[src/rtl/compress_pkg.sv]
// Shared parameters, FSM state type and pixel scaling for the canvas compressor.
package compress_pkg;

  localparam int unsigned SRC_DIM = 224;
  localparam int unsigned BLK     = 8;
  localparam int unsigned DST_DIM = 28;
  localparam int unsigned CMP_AW  = 10;
  localparam int unsigned THRESH  = 128;
  localparam int unsigned COORD_W = 8;
  localparam int unsigned IDX_W   = 5;
  localparam int unsigned CNT_W   = 7;
  localparam int unsigned PIX_W   = 8;

  typedef enum logic [1:0] {IDLE, ACCUM, FINISH} cmp_state_t;

  // Ink count (0..64) times four, saturated to 8 bits so a full block reads 255.
  function automatic logic [PIX_W-1:0] scale_sat(input logic [CNT_W-1:0] count);
    logic [CNT_W+1:0] v;
    v = {count, 2'b00};
    return (v > (CNT_W+2)'(255)) ? 8'hFF : v[PIX_W-1:0];
  endfunction

endpackage

[src/rtl/block_accum_bank.sv]
// One ink counter per output column; a capture reads the sum including the current pixel and clears.
module block_accum_bank
  import compress_pkg::*;
(
  input  logic             clk,
  input  logic             rst,
  input  logic             add_en,
  input  logic [IDX_W-1:0] idx,
  input  logic             add_bit,
  input  logic             cap_en,
  input  logic             clr_all,
  output logic [CNT_W-1:0] sum_c
);

  logic [CNT_W-1:0] acc [DST_DIM];

  assign sum_c = acc[idx] + CNT_W'(add_bit);

  always_ff @(posedge clk or posedge rst) begin
    if (rst) begin
      for (int unsigned i = 0; i < DST_DIM; i++) acc[i] <= '0;
    end else if (clr_all) begin
      for (int unsigned i = 0; i < DST_DIM; i++) acc[i] <= '0;
    end else if (add_en) begin
      acc[idx] <= cap_en ? '0 : sum_c;
    end
  end

endmodule

[src/rtl/image_compressor.sv]
// Raster-scan 8x8 box-sum downsampler from the 224x224 1-bit canvas to a 28x28 8-bit RAM image.
// Define COMPRESS_BINARIZE_EN to write 8'hFF/8'h00 against THRESH instead of grayscale.
module image_compressor
  import compress_pkg::*;
(
  input  logic               clk,
  input  logic               rst,
  input  logic               compress_start,
  input  logic               pix_vld,
  input  logic [COORD_W-1:0] pix_x,
  input  logic [COORD_W-1:0] pix_y,
  input  logic               pix_data,
  output logic               cmp_we,
  output logic [CMP_AW-1:0]  cmp_addr,
  output logic [PIX_W-1:0]   cmp_wdata,
  output logic               busy,
  output logic               done,
  output logic               err
);

  if ((DST_DIM != SRC_DIM / BLK) || (SRC_DIM % BLK != 0)) begin : g_dim_check
    $error("image_compressor: DST_DIM must equal SRC_DIM/BLK with SRC_DIM a multiple of BLK");
  end

  localparam logic [COORD_W-1:0] LAST = COORD_W'(SRC_DIM - 1);

  cmp_state_t         state, state_d;
  logic [COORD_W-1:0] exp_x, exp_y;
  logic               accept_c, bad_c, emit_c;
  logic [IDX_W-1:0]   bx_c, by_c;
  logic [CNT_W-1:0]   sum_c;
  logic [PIX_W-1:0]   scaled_c, wdata_c;
  logic [CMP_AW-1:0]  addr_c;

  assign bx_c   = pix_x[COORD_W-1:3];
  assign by_c   = pix_y[COORD_W-1:3];
  assign emit_c = accept_c && (pix_x[2:0] == 3'b111) && (pix_y[2:0] == 3'b111);
  assign addr_c = CMP_AW'(by_c) * CMP_AW'(DST_DIM) + CMP_AW'(bx_c);

  block_accum_bank u_bank (
    .clk     (clk),
    .rst     (rst),
    .add_en  (accept_c),
    .idx     (bx_c),
    .add_bit (pix_data),
    .cap_en  (emit_c),
    .clr_all (bad_c),
    .sum_c   (sum_c)
  );

  always_comb begin
    scaled_c = scale_sat(sum_c);
`ifdef COMPRESS_BINARIZE_EN
    wdata_c  = (scaled_c >= PIX_W'(THRESH)) ? 8'hFF : 8'h00;
`else
    wdata_c  = scaled_c;
`endif
  end

  always_ff @(posedge clk or posedge rst) begin
    if (rst) state <= IDLE;
    else     state <= state_d;
  end

  // Start detection and scan-order checking; a wrong coordinate aborts the scan.
  always_comb begin
    state_d  = state;
    accept_c = 1'b0;
    bad_c    = 1'b0;
    unique case (state)
      IDLE: begin
        if (compress_start && pix_vld && (pix_x == '0) && (pix_y == '0)) begin
          accept_c = 1'b1;
          state_d  = ACCUM;
        end
      end
      ACCUM: begin
        if (pix_vld) begin
          if ((pix_x == exp_x) && (pix_y == exp_y)) begin
            accept_c = 1'b1;
            if ((pix_x == LAST) && (pix_y == LAST)) state_d = FINISH;
          end else begin
            bad_c   = 1'b1;
            state_d = IDLE;
          end
        end
      end
      FINISH:  state_d = IDLE;
      default: state_d = IDLE;
    endcase
  end

  // Expected raster position, plus the one-cycle write stage and status flags.
  always_ff @(posedge clk or posedge rst) begin
    if (rst) begin
      exp_x     <= '0;
      exp_y     <= '0;
      cmp_we    <= 1'b0;
      cmp_addr  <= '0;
      cmp_wdata <= '0;
      busy      <= 1'b0;
      done      <= 1'b0;
      err       <= 1'b0;
    end else begin
      if (state_d == IDLE) begin
        exp_x <= '0;
        exp_y <= '0;
      end else if (accept_c) begin
        exp_x <= (pix_x == LAST) ? '0 : pix_x + COORD_W'(1);
        exp_y <= (pix_x == LAST) ? pix_y + COORD_W'(1) : pix_y;
      end
      cmp_we <= emit_c;
      if (emit_c) begin
        cmp_addr  <= addr_c;
        cmp_wdata <= wdata_c;
      end
      busy <= (state_d != IDLE);
      done <= (state_d == FINISH);
      err  <= bad_c;
    end
  end

endmodule

[config.mk]
export PLATFORM = sky130hd
export DESIGN_NAME = image_compressor
export DESIGN_NICKNAME = d
export VERILOG_FILES = /design/src/rtl/compress_pkg.sv /design/src/rtl/block_accum_bank.sv /design/src/rtl/image_compressor.sv
export SDC_FILE = /design/constraint.sdc
export NUM_CORES = 1
export LEC_CHECK = 0
export CAP_MARGIN = 20
export CORE_ASPECT_RATIO = 1.2
export CORE_MARGIN = 10
export CORE_UTILIZATION = 35
export CTS_CLUSTER_DIAMETER = 40
export CTS_CLUSTER_SIZE = 8
export DETAILED_ROUTE_END_ITERATION = 16
export GPL_TIMING_DRIVEN = 0
export SKIP_LAST_GASP = 1
export SYNTH_ARGS = -nofsm -noshare
export SYNTH_HDL_FRONTEND = slang
export SYNTH_SLANG_ARGS = --single-unit
[constraint.sdc]
create_clock -name clk -period 18.8 [get_ports clk]
set_input_delay 4.7 -clock clk [delete_from_list [all_inputs] [get_ports clk]]
set_output_delay 4.7 -clock clk [all_outputs]
set_load 0.01 [all_outputs]
# Word level (Yosys, flattened, before mapping)
# Cells that the tools add are included.
[classes] bitwise_logic=1 addsub=4 n_reduce_logical=15 n_eq_ne=8 order_cmp=3 multipliers=1 muxes=28
[op_table] op="$mux 196" count=2
[op_table] op="$bwmux 196" count=1
[op_table] op="$mux 8" count=7
[op_table] op="$bmux 7 s5" count=1
[op_table] op="$demux 7 s5" count=1
[op_table] op="$mux 7" count=4
[op_table] op="$add 8x1->8 const B" count=2
[op_table] op="$eq 8x8->1" count=2
[op_table] op="$eq 8x8->1 const B" count=2
[op_table] op="$logic_not 8->1" count=2
[op_table] op="$add 10x5->10" count=1
[op_table] op="$gt 9x8->1 const B" count=1
[op_table] op="$logic_and 1x1->1" count=8
[op_table] op="$mul 5x3->8 const B" count=1
[op_table] op="$mux 2" count=4
[op_table] op="$add 7x1->7" count=1
[op_table] op="$eq 3x3->1 const B" count=2
[op_table] op="$ge 6x6->1 const B" count=1
[op_table] op="$lt 6x1->1 const B" count=1
[op_table] op="$mux 1" count=6
[op_table] op="$not 5->6" count=1
[op_table] op="$reduce_bool 2->1" count=3
[op_table] op="$logic_not 2->1" count=2
[op_table] op="$pmux 2 s2" count=1
[op_table] op="other kinds (3)" count=3
[word_totals] input_bits=21 word_cells=97 out_inout_bits=22 ff_bits=236

# Longest topological paths before layout
# Gate-level depths: netlist of run 1.
[logic_depth] depth_word=11 ltp_mapped=18

# Hierarchy
# A second synthesis of run 1 with hierarchy kept.
[unflattened] hier_cells=1094 hier_area_um2=11906.4
[by_module_without_submodules] module="block_accum_bank" n_inst=1 area_each_um2=9233.9 cells_per_inst=830 seq_area_each_um2=4904.7
[by_module_without_submodules] module="image_compressor" n_inst=1 area_each_um2=2672.6 cells_per_inst=264 seq_area_each_um2=975.9

# Worst setup path after synthesis of run 1
# Ideal clock, no wire load.
[synth_timing] path_type="input -> register" startpoint="input port pix_x[3]" endpoint="register u_bank.acc[53] (netlist bit)" setup_ns=0.133 cell_stages=18 path_buffers=6 arrival_ns=7.419 slack_ns=11.248 path_cell_list="buf_4 -> buf_6 -> buf_6 -> buf_6 -> buf_6 -> mux4_2 -> mux2i_1 -> nor2_1 -> a21oi_1 -> o211ai_1 -> ha_1 -> ha_1 -> inv_1 -> a41oi_2 -> a21o_1 -> nand3_2 -> clkbuf_2 -> o21ai_0"
[synth_between] elab_chain_cells=11 elab_cells_between_ends=29 cone_classes="add/sub (1); order compare (2); eq/ne (1); mux (16); bitwise (1); reduce/logical (8)"
[synth_rtl] item="from (decl)" line_no="image_compressor.sv:10" text="input logic [COORD_W-1:0] pix_x,"
[synth_rtl] item="branches (longest 11 deep; another with $add 7x1->7)"
[synth_rtl] item="to (signal, indexed assignment)" line_no="block_accum_bank.sv:25" text="acc[idx] <= cap_en ? '0 : sum_c;"
[synth_rtl] item="to (decl)" line_no="block_accum_bank.sv:15" text="logic [CNT_W-1:0] acc [DST_DIM];"
# Parallel ways; which one is timed is not known. The select of a mux whose other input is x is not followed.
# A chain may end at the register's enable or synchronous reset.

# Worst setup path in the final report of run 1
[layout_timing] startpoint="input port pix_x[4]" endpoint="register u_bank.acc[149] (netlist bit)"
# The elaborated chain is that of the path after synthesis.

==> results of run 1 <==
==> state kept, by name (all words and copies together) (netlist names) <==
signal,flops
cmp_addr,10
busy,1
exp_x,8
state,2
u_bank.acc,196
err,1
exp_y,8
cmp_wdata,7
done,1
cmp_we,1
==> power groups by stage <==
stage | logic [mW] | clock network (mW) | registers, mW
2_1_floorplan | 0.0594 | 0 | 0.515
4_1_cts | 0.0987 | 0.711 | 0.507
5_1_grt | 0.106 | 0.730 | 0.506
3_5_place_dp | 0.0984 | 0 | 0.515
6_report | 0.0989 | 0.703 | 0.507
3_3_place_gp | 0.0972 | 0 | 0.515
==> kinds of logic after synthesis <==
logic type | Yosys count | share of synthesized area (%)
AOI/OAI and AO/OA | 283 | 13.99
xor gates and xnor gates | 40 | 2.940
adders and majority gates | 30 | 3.282
buffers and inverters | 147 | 5.929
DFF | 235 | 45.91
muxes | 75 | 8.782
and+or+nand+nor | 456 | 19.17
==> layer usage <==
layer	GRT usage, %	part of all wire, %	vias up
met4	10.52	4.8	0
met1	25.88	40	5500
li1	-	-	4768
met3	3.200	6.9	127
met2	33.67	48	559
met5	0	0	-
==> how the worst max path moves through the flow <==
stage | endpoint | slack (ps) | depth (start not counted)
final | u_bank.acc[149] | 9700 | 18
after global routing | u_bank.acc[156] | 9580 | 18
after CTS | u_bank.acc[149] | 9760 | 18
after detailed placement | u_bank.acc[149] | 9210 | 18
after global placement | u_bank.acc[14] | 4290 | 2
after floorplan | busy | 7650 | 1
==> cell type report <==
class / instances / area, um2
clock inverters: 5 / 127.6
fillers: 3472 / 20960
plain buffers: 120 / 656.9
inverters: 27 / 110.1
flip-flops and latches: 235 / 5881
multi-input cells: 884 / 6168
clock buffers: 52 / 1117
repair buffers: 42 / 437.9
well taps: 468 / 585.6
==> per-stage QoR <==
step                      setup slack [ps]  instances  hold WS [ps]  total power, mW
after detailed placement              9215       1776         465.0           0.6135
after global routing                  9579       1833         501.6            1.342
after global placement                4288       1775         462.7           0.6126
final                                 9697       1833         472.2            1.309
after floorplan                       7654       1266         460.2           0.5747
after CTS                             9756       1833         476.8            1.316
==> cell usage after synthesis, types with 5 or more instances <==
cell and n:
a211oi_1 10, a21oi_1 25, a22oi_1 7, buf_1 8, buf_2 30, buf_4 8
buf_6 13, clkbuf_1 56, dfrtp_1 235, fa_1 6, ha_1 24, inv_1 25
mux2_2 14, mux2i_1 31, mux4_2 26, nand2_1 48, nand2b_1 27, nand3_1 266
nand4_1 6, nor2_1 37, nor2b_1 7, nor3_1 5, o21ai_0 145, o21ai_1 27
o31ai_1 15, o31ai_2 22, or3_1 24, xnor2_1 18, xor2_1 20
==> worst reg2reg max path: cells and delay by family, from the launching register on <==
family	cells	cell delay, ps
xor+xnor	1	110
flops	1	390
simple gates	2	530
fa+ha+maj	2	460
buf+inv	2	580
mux	2	630
compound gates	3	610
==> run_results.csv, run 1 <==
group,metric,value,unit
outcome,status,"complete, no violations",
worst_setup_path,start_kind,"input port",
placement,routabilityCongestion,1.001,
worst_setup_path,crit_start,"pix_x[4]",
worst_setup_path,reg2reg_depth,12,
floorplanning,start_util,35.54,%
pwr,comb_power_share,7.6,%
yosys,synthFlopType,"dfrtp_1",
yosys,synthArstFlopShare,100.0,%
sta,rsz0062_at_grt,"no",
worst_setup_path,worstPathArrival,9480,ps
yosys,netlist_area,12810,um2
yosys,synth_nets,1317,
floorplanning,core_area,36040,um2
floorplanning,fp-row-count,76,
grt,grt_max_degree,127,
sta,fmax,109.9,MHz
sta,relSlewSlack,36.18,%
routing,routed_via_density,5.976,
min_path,hold_depth,2,
yosys,syn_inst,1266,
pwr,intPower,999.4,uW
routing,antenna_left,0,
grt,grt_overflow_total,0,
final_layout,layout-drive-gt1-share,14.58,%
min_path,holdCritStartpoint,"cmp_addr[3]",
clock_tree,cts.path.max_buffers,3,
clock_tree,cts_tree,"built",
grt,antenna_found_initial,0,
clock_tree,numCtsBuffers,39,
sta,fin_skew,22.23,ps
grt,grt_pass1_wl,71200,um
sta,tightest_slew,957.2,ps
clock_tree,cts_root_buf,"clkbuf_16",
worst_setup_path,crit_path_frequent_cell,"buf_6",
min_path,hold_path_class,"reg2reg",
worst_setup_path,crit-reg2reg-launch,"u_bank.acc[189]",
final_layout,final_design_area_no_fill,15080,um2
final_layout,fin_util,41.86,%
final_layout,layout_commonest_cell,"nand3_1",
clock_tree,post_cts_buffers,0,
yosys,yosys.area.top_type,"dfrtp_1",
clock_tree,clock_sinks,235,
final_layout,syn_to_final_growth,17.77,%
sta,fin_crit,9103,ps
routing,drtIter0Drc,1156,
pwr,p_clk_share,53.7,%
sta,setup_tns,0,ps
yosys,ys_ff_latch,235,
grt,track_usage,20.62,%
placement,io_buffers,41,
clock_tree,htreeDepth,2,
sta,period_share,48.42,%
worst_setup_path,crit_chain,"clkdlybuf4s50_1, buf_6, buf_12, buf_6, buf_8, buf_6, mux4_2, mux2i_1, nor2_1, a21oi_1, o211ai_1, ha_1, ha_1, inv_1, xnor2_1, nand2_1, clkbuf_1, o21ai_0",
routing,drt-wirelength-per-cell,25.75,um
sta,setup_viol,0,
min_path,worstHoldEndpoint,"cmp_addr[3]",
placement,placed_cell_area,13840,um2
worst_setup_path,path_max_fanout,10,
placement,dpl.hpwl,33680,um
clock_tree,clk_pin_slew,50,ps
run,drv_cap,0,
worst_setup_path,reg2reg_to,"u_bank.acc[149]",
pwr,power.density,86.76,nW/um2
worst_setup_path,end_kind,"flip-flop",
clock_tree,holdBufCountCts,0,
pwr,p_seq_share,38.7,%
floorplanning,die_h,229.6,um
pwr,cellLeakagePower,6.310,nW
yosys,yosysSeqAreaShare,45.91,%
yosys,synth.distinct_cells,71,
yosys,synth_edf_count,0,
routing,via_count,10950,
yosys,syn_avg_cell_area,10.12,um2
worst_setup_path,r2r_setup_slack,15340,ps
grt,grt_pass1_vias,10910,
sta,final_max_slew_viol_count,0,
worst_setup_path,cpLargestDelayFamily,"buffers and inverters",
routing,dr.pass1.iters,5,
yosys,synth_top_area_share,45.91,%
floorplanning,die_area,44680,um2
clock_tree,clk_latency,540,ps
pwr,ir_drop,0.05778,mV
floorplanning,die_w,194.6,um
clock_tree,post_cts_resized,0,
final_layout,final_cell_mix,"266 x nand3_1, 235 x dfrtp_1, 145 x o21ai_0",
routing,drcViolationCount,0,
sta,final_hold_viol_count,0,
worst_setup_path,critPathSlowestCell,"clkdlybuf4s50_1",
worst_setup_path,path_buf_inv,8,
worst_setup_path,critPathKind,"in2reg",
floorplanning,io_pins,43,
worst_setup_path,critPathMaxStageDelay,550,ps
yosys,ys_warn_count,0,
worst_setup_path,required,19180,ps
final_layout,nNetsFinal,1400,
pwr,p_sw,309.4,uW
routing,drt_wl_total,47200,um
yosys,synth.area.top_cells,"dfrtp_1 46%, nand3_1 10%, o21ai_0 5.7%",
final_layout,diodes,0,
pwr,switching_share,23.64,%
Power figures use the tool's default switching activity.
==> run 2: changes to the inputs <==
==> constraint.sdc (replaced) <==
create_clock -name clk -period 7.7 [get_ports clk]
set_input_delay 1.925 -clock clk [delete_from_list [all_inputs] [get_ports clk]]
set_output_delay 1.925 -clock clk [all_outputs]
set_load 0.01 [all_outputs]
==> run 2 against run 1 <==
Compared with the run above: clock power rose by 130%; final cell count is 0.16% higher; combinational power rose by 150%; via count shrank 1.2%; critical path type unchanged; largest cell class unchanged; highest routed layer unchanged.
==> run_results.csv, run 2 (synthesis gave the netlist of run 1 again) <==
group,metric,value,unit
outcome,status,"complete, no violations",
placement,routabilityCongestion,1.017,
worst_setup_path,start_kind,"input port",
routing,drcViolationCount,0,
sta,fmax,152.7,MHz
min_path,hold_path_class,"reg2reg",
sta,relSlewSlack,31.35,%
sta,rsz0062_at_grt,"no",
sta,final_max_slew_viol_count,0,
routing,dr.pass1.iters,5,
clock_tree,htreeDepth,2,
clock_tree,numCtsBuffers,39,
final_layout,register_area,5881,um2
clock_tree,holdBufCountCts,0,
final_layout,multiInputGateArea,6168,um2
final_layout,fillers,3463,
floorplanning,io_pins,43,
pwr,power.density,203.5,nW/um2
grt,track_usage,20.51,%
final_layout,final_cell_mix,"266 x nand3_1, 235 x dfrtp_1, 145 x o21ai_0",
worst_setup_path,crit_chain,"clkdlybuf4s50_1, buf_6, buf_12, buf_6, buf_8, buf_6, mux4_2, mux2i_1, nor2_1, a21oi_1, o211ai_1, ha_1, ha_1, inv_1, xnor2_1, nand2_1, clkbuf_1, o21ai_0",
clock_tree,clock_sinks,235,
routing,drt_wl_total,46970,um
final_layout,layout-drive-gt1-share,14.91,%
clock_tree,cts_tree,"built",
worst_setup_path,path_buf_inv,8,
floorplanning,fp-row-count,76,
floorplanning,die_w,194.6,um
sta,hold_ws,479.8,ps
grt,antenna_found_initial,0,
sta,setup_tns,0,ps
sta,tightest_slew,1030,ps
grt,grt_max_degree,41,
grt,grt_pass1_vias,10770,
sta,setup_viol,0,
routing,antenna_left,0,
clock_tree,cts_root_buf,"clkbuf_16",
worst_setup_path,critPathMaxStageDelay,570,ps
sta,fin_crit,6547,ps
floorplanning,start_util,35.54,%
worst_setup_path,crit_path_frequent_cell,"buf_6",
worst_setup_path,end_kind,"flip-flop",
final_layout,diodes,0,
worst_setup_path,required,8090,ps
clock_tree,clk_pin_slew,50,ps
final_layout,nNetsFinal,1405,
placement,io_buffers,41,
final_layout,reg_top3,"u_bank.acc x196, cmp_addr x10",
sta,period_share,85.03,%
worst_setup_path,critPathKind,"in2reg",
sta,fin_skew,22.22,ps
pwr,ir_drop,0.1045,mV
final_layout,syn_to_final_growth,17.70,%
worst_setup_path,worstPathArrival,6940,ps
routing,drt-wirelength-per-cell,25.58,um
worst_setup_path,path_max_fanout,10,
pwr,cellLeakagePower,6.293,nW
final_layout,top_register,"u_bank.acc",
floorplanning,core_area,36040,um2
clock_tree,post_cts_resized,0,
routing,drtIter0Drc,983,
clock_tree,post_cts_buffers,0,
sta,final_hold_viol_count,0,
clock_tree,cts.path.max_buffers,3,
placement,dpl.hpwl,34010,um
worst_setup_path,critPathSlowestCell,"clkdlybuf4s50_1",
placement,dpl_worst_slack,751.3,ps
grt,grt_overflow_total,0,
routing,routed_via_density,5.897,
sta,setup_ws,1153,ps
grt,grt_pass1_wl,70520,um
final_layout,layout_commonest_cell,"nand3_1",
routing,via_count,10830,
clock_tree,clk_latency,540,ps
final_layout,largest_reg_flops,196,
floorplanning,die_area,44680,um2
run,drv_cap,0,
floorplanning,die_h,229.6,um
worst_setup_path,cpLargestDelayFamily,"buffers and inverters",
[run 2: cell count changes in the layout (fill, tap and decap cells not counted), sizes merged]
cell | before | now
buf | 63 | 68
bufinv | 4 | 1
clkbuf | 110 | 105
clkinv | 2 | 4
clkinvlp | 1 | 5
[run 2: routing by layer]
layer  vias to the layer above  wire [um]  global-route usage [%]
met5                         -          0                       0
met4                         0       3141                   13.31
met3                       146       3634                   4.442
met2                       520      22190                   33.20
met1                      5384      18000                   24.15
li1                       4777          -                       -
[run 2: area by class of cell]
| class | instances | area share [%] |
|---|---|---|
| clock buffer | 47 | 7.013 |
| timing repair buffer | 47 | 3.519 |
| clock inverter | 8 | 0.5976 |
| multi-input combinational | 884 | 40.92 |
| buffer | 120 | 4.357 |
| inverter | 27 | 0.7055 |
| sequential | 235 | 39.01 |
| tap | 468 | 3.884 |
[run 2: stage by stage]
step	util [%]	area (um2)	std cells	total power, mW
after floorplan	-	12810	1266	1.403
after global placement	38.31	13810	1775	1.493
after detailed placement	38.65	13930	1781	1.501
after CTS	41.83	15080	1836	3.087
after global routing	41.83	15080	1836	3.156
final	41.83	15080	1836	3.068
[run 2: path summary, 6_finish.rpt]
| kind | start | end | depth (start not counted) | slack [ps] |
|---|---|---|---|---|
| worst max-delay path | pix_x[4] | u_bank.acc[177] | 18 | 1150 |
| worst min-delay path | cmp_addr[3] | cmp_addr[3] | 2 | 480 |
| worst max register to register | u_bank.acc[112] | u_bank.acc[177] | 12 | 4020 |
| worst min register to register | cmp_addr[3] | cmp_addr[3] | 2 | 480 |
| max in group asynchronous | rst | u_bank.acc[80] | 4 | 4790 |
| min in group asynchronous | rst | exp_y[1] | 2 | 1940 |
[run 2: power breakdown]
| part | switching, mW | internal (mW) |
|---|---|---|
| combinational | 0.168 | 0.0768 |
| sequential | 0.0000595 | 1.24 |
| clock | 0.593 | 0.992 |
[run 2: worst min-delay path, cell delays in order (launching register included)]
cell and delay (ps):
dfrtp_1 340, nand2_1 50, nand2_1 60
==> run 3: changes to the inputs <==
--- a/config.mk
+++ b/config.mk
@@ -5,7 +5,6 @@
 export SDC_FILE = /design/constraint.sdc
 export NUM_CORES = 1
 export LEC_CHECK = 0
-export CAP_MARGIN = 20
 export CORE_ASPECT_RATIO = 1.2
 export CORE_MARGIN = 10
 export CORE_UTILIZATION = 35
==> run 3 against run 2 <==
Compared with the run above: clock skew shrank 12 ps; hold slack gained 0.85 ps; clock-buffer cell count decreased by 1; total power shrank 0.41%; routed wire length is 0.46% lower; critical endpoint unchanged.
==> run_results.csv, run 3 (synthesis gave the netlist of run 1 again) <==
group,metric,value,unit
worst_setup_path,critPathKind,"in2reg",
grt,track_usage,20.49,%
routing,drcViolationCount,0,
routing,antenna_left,0,
pwr,cellLeakagePower,6.291,nW
clock_tree,cts_tree,"built",
routing,drtIter0Drc,1054,
clock_tree,htreeDepth,2,
final_layout,final_cell_mix,"266 x nand3_1, 235 x dfrtp_1, 145 x o21ai_0",
sta,fmax,153.1,MHz
pwr,power.density,203.1,nW/um2
final_layout,nNetsFinal,1404,
grt,grt_pass1_vias,10730,
sta,setup_tns,0,ps
min_path,hold_depth,2,
final_layout,final_design_area_no_fill,15050,um2
grt,antenna_found_initial,0,
final_layout,layout-drive-gt1-share,14.73,%
grt,grt_overflow_total,0,
floorplanning,die_area,44680,um2
clock_tree,holdBufCountCts,0,
floorplanning,die_h,229.6,um
min_path,holdCritStartpoint,"cmp_addr[3]",
grt,grt_pass1_wl,70700,um
final_layout,largest_reg_flops,196,
floorplanning,core_area,36040,um2
worst_setup_path,critPathSlowestCell,"clkdlybuf4s50_1",
routing,via_count,10790,
routing,top_layer,"met4",
placement,placed_cells,1781,
placement,dpl.hpwl,34000,um
routing,wl_met2,22300,um
worst_setup_path,end_kind,"flip-flop",
sta,setup_ws,1170,ps
worst_setup_path,crit_chain,"clkdlybuf4s50_1, buf_6, buf_12, buf_6, buf_8, buf_6, mux4_2, mux2i_1, nor2_1, a21oi_1, o211ai_1, ha_1, ha_1, inv_1, xnor2_1, nand2_1, clkbuf_1, o21ai_0",
worst_setup_path,critPathMaxStageDelay,580,ps
floorplanning,fp-row-count,76,
worst_setup_path,required,8070,ps
routing,routed_via_density,5.887,
floorplanning,die_w,194.6,um
worst_setup_path,crit-reg2reg-launch,"u_bank.acc[112]",
clock_tree,clock_sinks,235,
worst_setup_path,reg2reg_depth,12,
final_layout,diodes,0,
routing,drt-wirelength-per-cell,25.50,um
worst_setup_path,start_kind,"input port",
worst_setup_path,reg2reg_to,"u_bank.acc[177]",
floorplanning,start_util,35.54,%
sta,final_hold_viol_count,0,
placement,placed_cell_area,13930,um2
clock_tree,numCtsBuffers,38,
routing,drt_wl_total,46750,um
worst_setup_path,crit_path_frequent_cell,"buf_6",
outcome,status,"complete, no violations",
min_path,worstHoldEndpoint,"cmp_addr[3]",
placement,io_buffers,41,
worst_setup_path,path_max_fanout,10,
clock_tree,clk_latency,530,ps
sta,period_share,84.81,%
sta,relSlewSlack,31.00,%
final_layout,stdcell_count,1833,
final_layout,layout_commonest_cell,"nand3_1",
sta,setup_viol,0,
placement,routabilityCongestion,1.017,
clock_tree,post_cts_buffers,0,
clock_tree,post_cts_resized,0,
final_layout,top_register,"u_bank.acc",
min_path,hold_path_class,"reg2reg",
worst_setup_path,worstPathArrival,6910,ps
pwr,ir_drop,0.1120,mV
final_layout,reg_top3,"u_bank.acc x196, cmp_addr x10",
placement,dpl_worst_slack,757.5,ps
clock_tree,clk_pin_slew,50,ps
routing,dr.pass1.iters,5,
clock_tree,cts_root_buf,"clkbuf_16",
sta,rsz0062_at_grt,"no",
routing,wl_met1,18190,um
grt,grt_max_degree,41,
routing,wl_met3,3247,um
clock_tree,cts.path.max_buffers,3,
run,drv_cap,0,
sta,tightest_slew,1035,ps
sta,fin_crit,6530,ps
final_layout,syn_to_final_growth,17.48,%
worst_setup_path,r2r_setup_slack,4030,ps
floorplanning,io_pins,43,
sta,fin_skew,10.65,ps
sta,final_max_slew_viol_count,0,
-- run 3: worst max path at each step --
stage / start / slack [ps] / end
floorplan: rst / 2700 / busy
global placement: rst / 740 / u_bank.acc[42]
detailed placement: pix_x[4] / 760 / u_bank.acc[177]
CTS: pix_x[4] / 1310 / u_bank.acc[121]
global route: pix_x[4] / 1080 / u_bank.acc[177]
finish: pix_x[4] / 1170 / u_bank.acc[177]
-- run 3: worst max-delay path: cells and delay by family --
family	cells	cell delay, ps
muxes	2	670
and+or+nand+nor	2	560
AOI/OAI and AO/OA	3	760
xor gates and xnor gates	1	130
buffers and inverters	8	2370
adders and majority gates	2	430
-- run 3: through the flow --
step | total power, mW | hold slack, ps | util [%]
global placement | 1.493 | 464.5 | 38.31
floorplan | 1.403 | 460.2 | -
finish | 3.056 | 480.7 | 41.75
detailed placement | 1.501 | 474.0 | 38.65
CTS | 3.074 | 487.1 | 41.75
global route | 3.146 | 505.2 | 41.75
-- run 3: metal layers --
| layer | GRT usage, % | vias up |
|---|---|---|
| met5 | 0 | - |
| met2 | 33.18 | 510 |
| li1 | - | 4771 |
| met3 | 3.551 | 137 |
| met4 | 12.61 | 0 |
| met1 | 24.92 | 5373 |
-- run 3: power breakdown --
| part | total, mW | leakage [nW] | internal, mW | switching, mW |
|---|---|---|---|---|
| Sequential | 1.24 | 3.29 | 1.24 | 0.0000596 |
| Clock | 1.57 | 0.548 | 0.997 | 0.576 |
| Combinational | 0.245 | 2.46 | 0.0768 | 0.168 |
| Total | 3.06 | 6.29 | 2.31 | 0.744 |
-- run 3: final cells by class --
cell class / instances / area [um2]
repair buffers: 47 / 530.5
clock buffers: 46 / 1032
clock inverters: 6 / 86.33
fillers: 3466 / 20990
multi-input cells: 884 / 6168
plain buffers: 120 / 656.9
inverters: 27 / 106.4
flip-flops and latches: 235 / 5881
well taps: 468 / 585.6
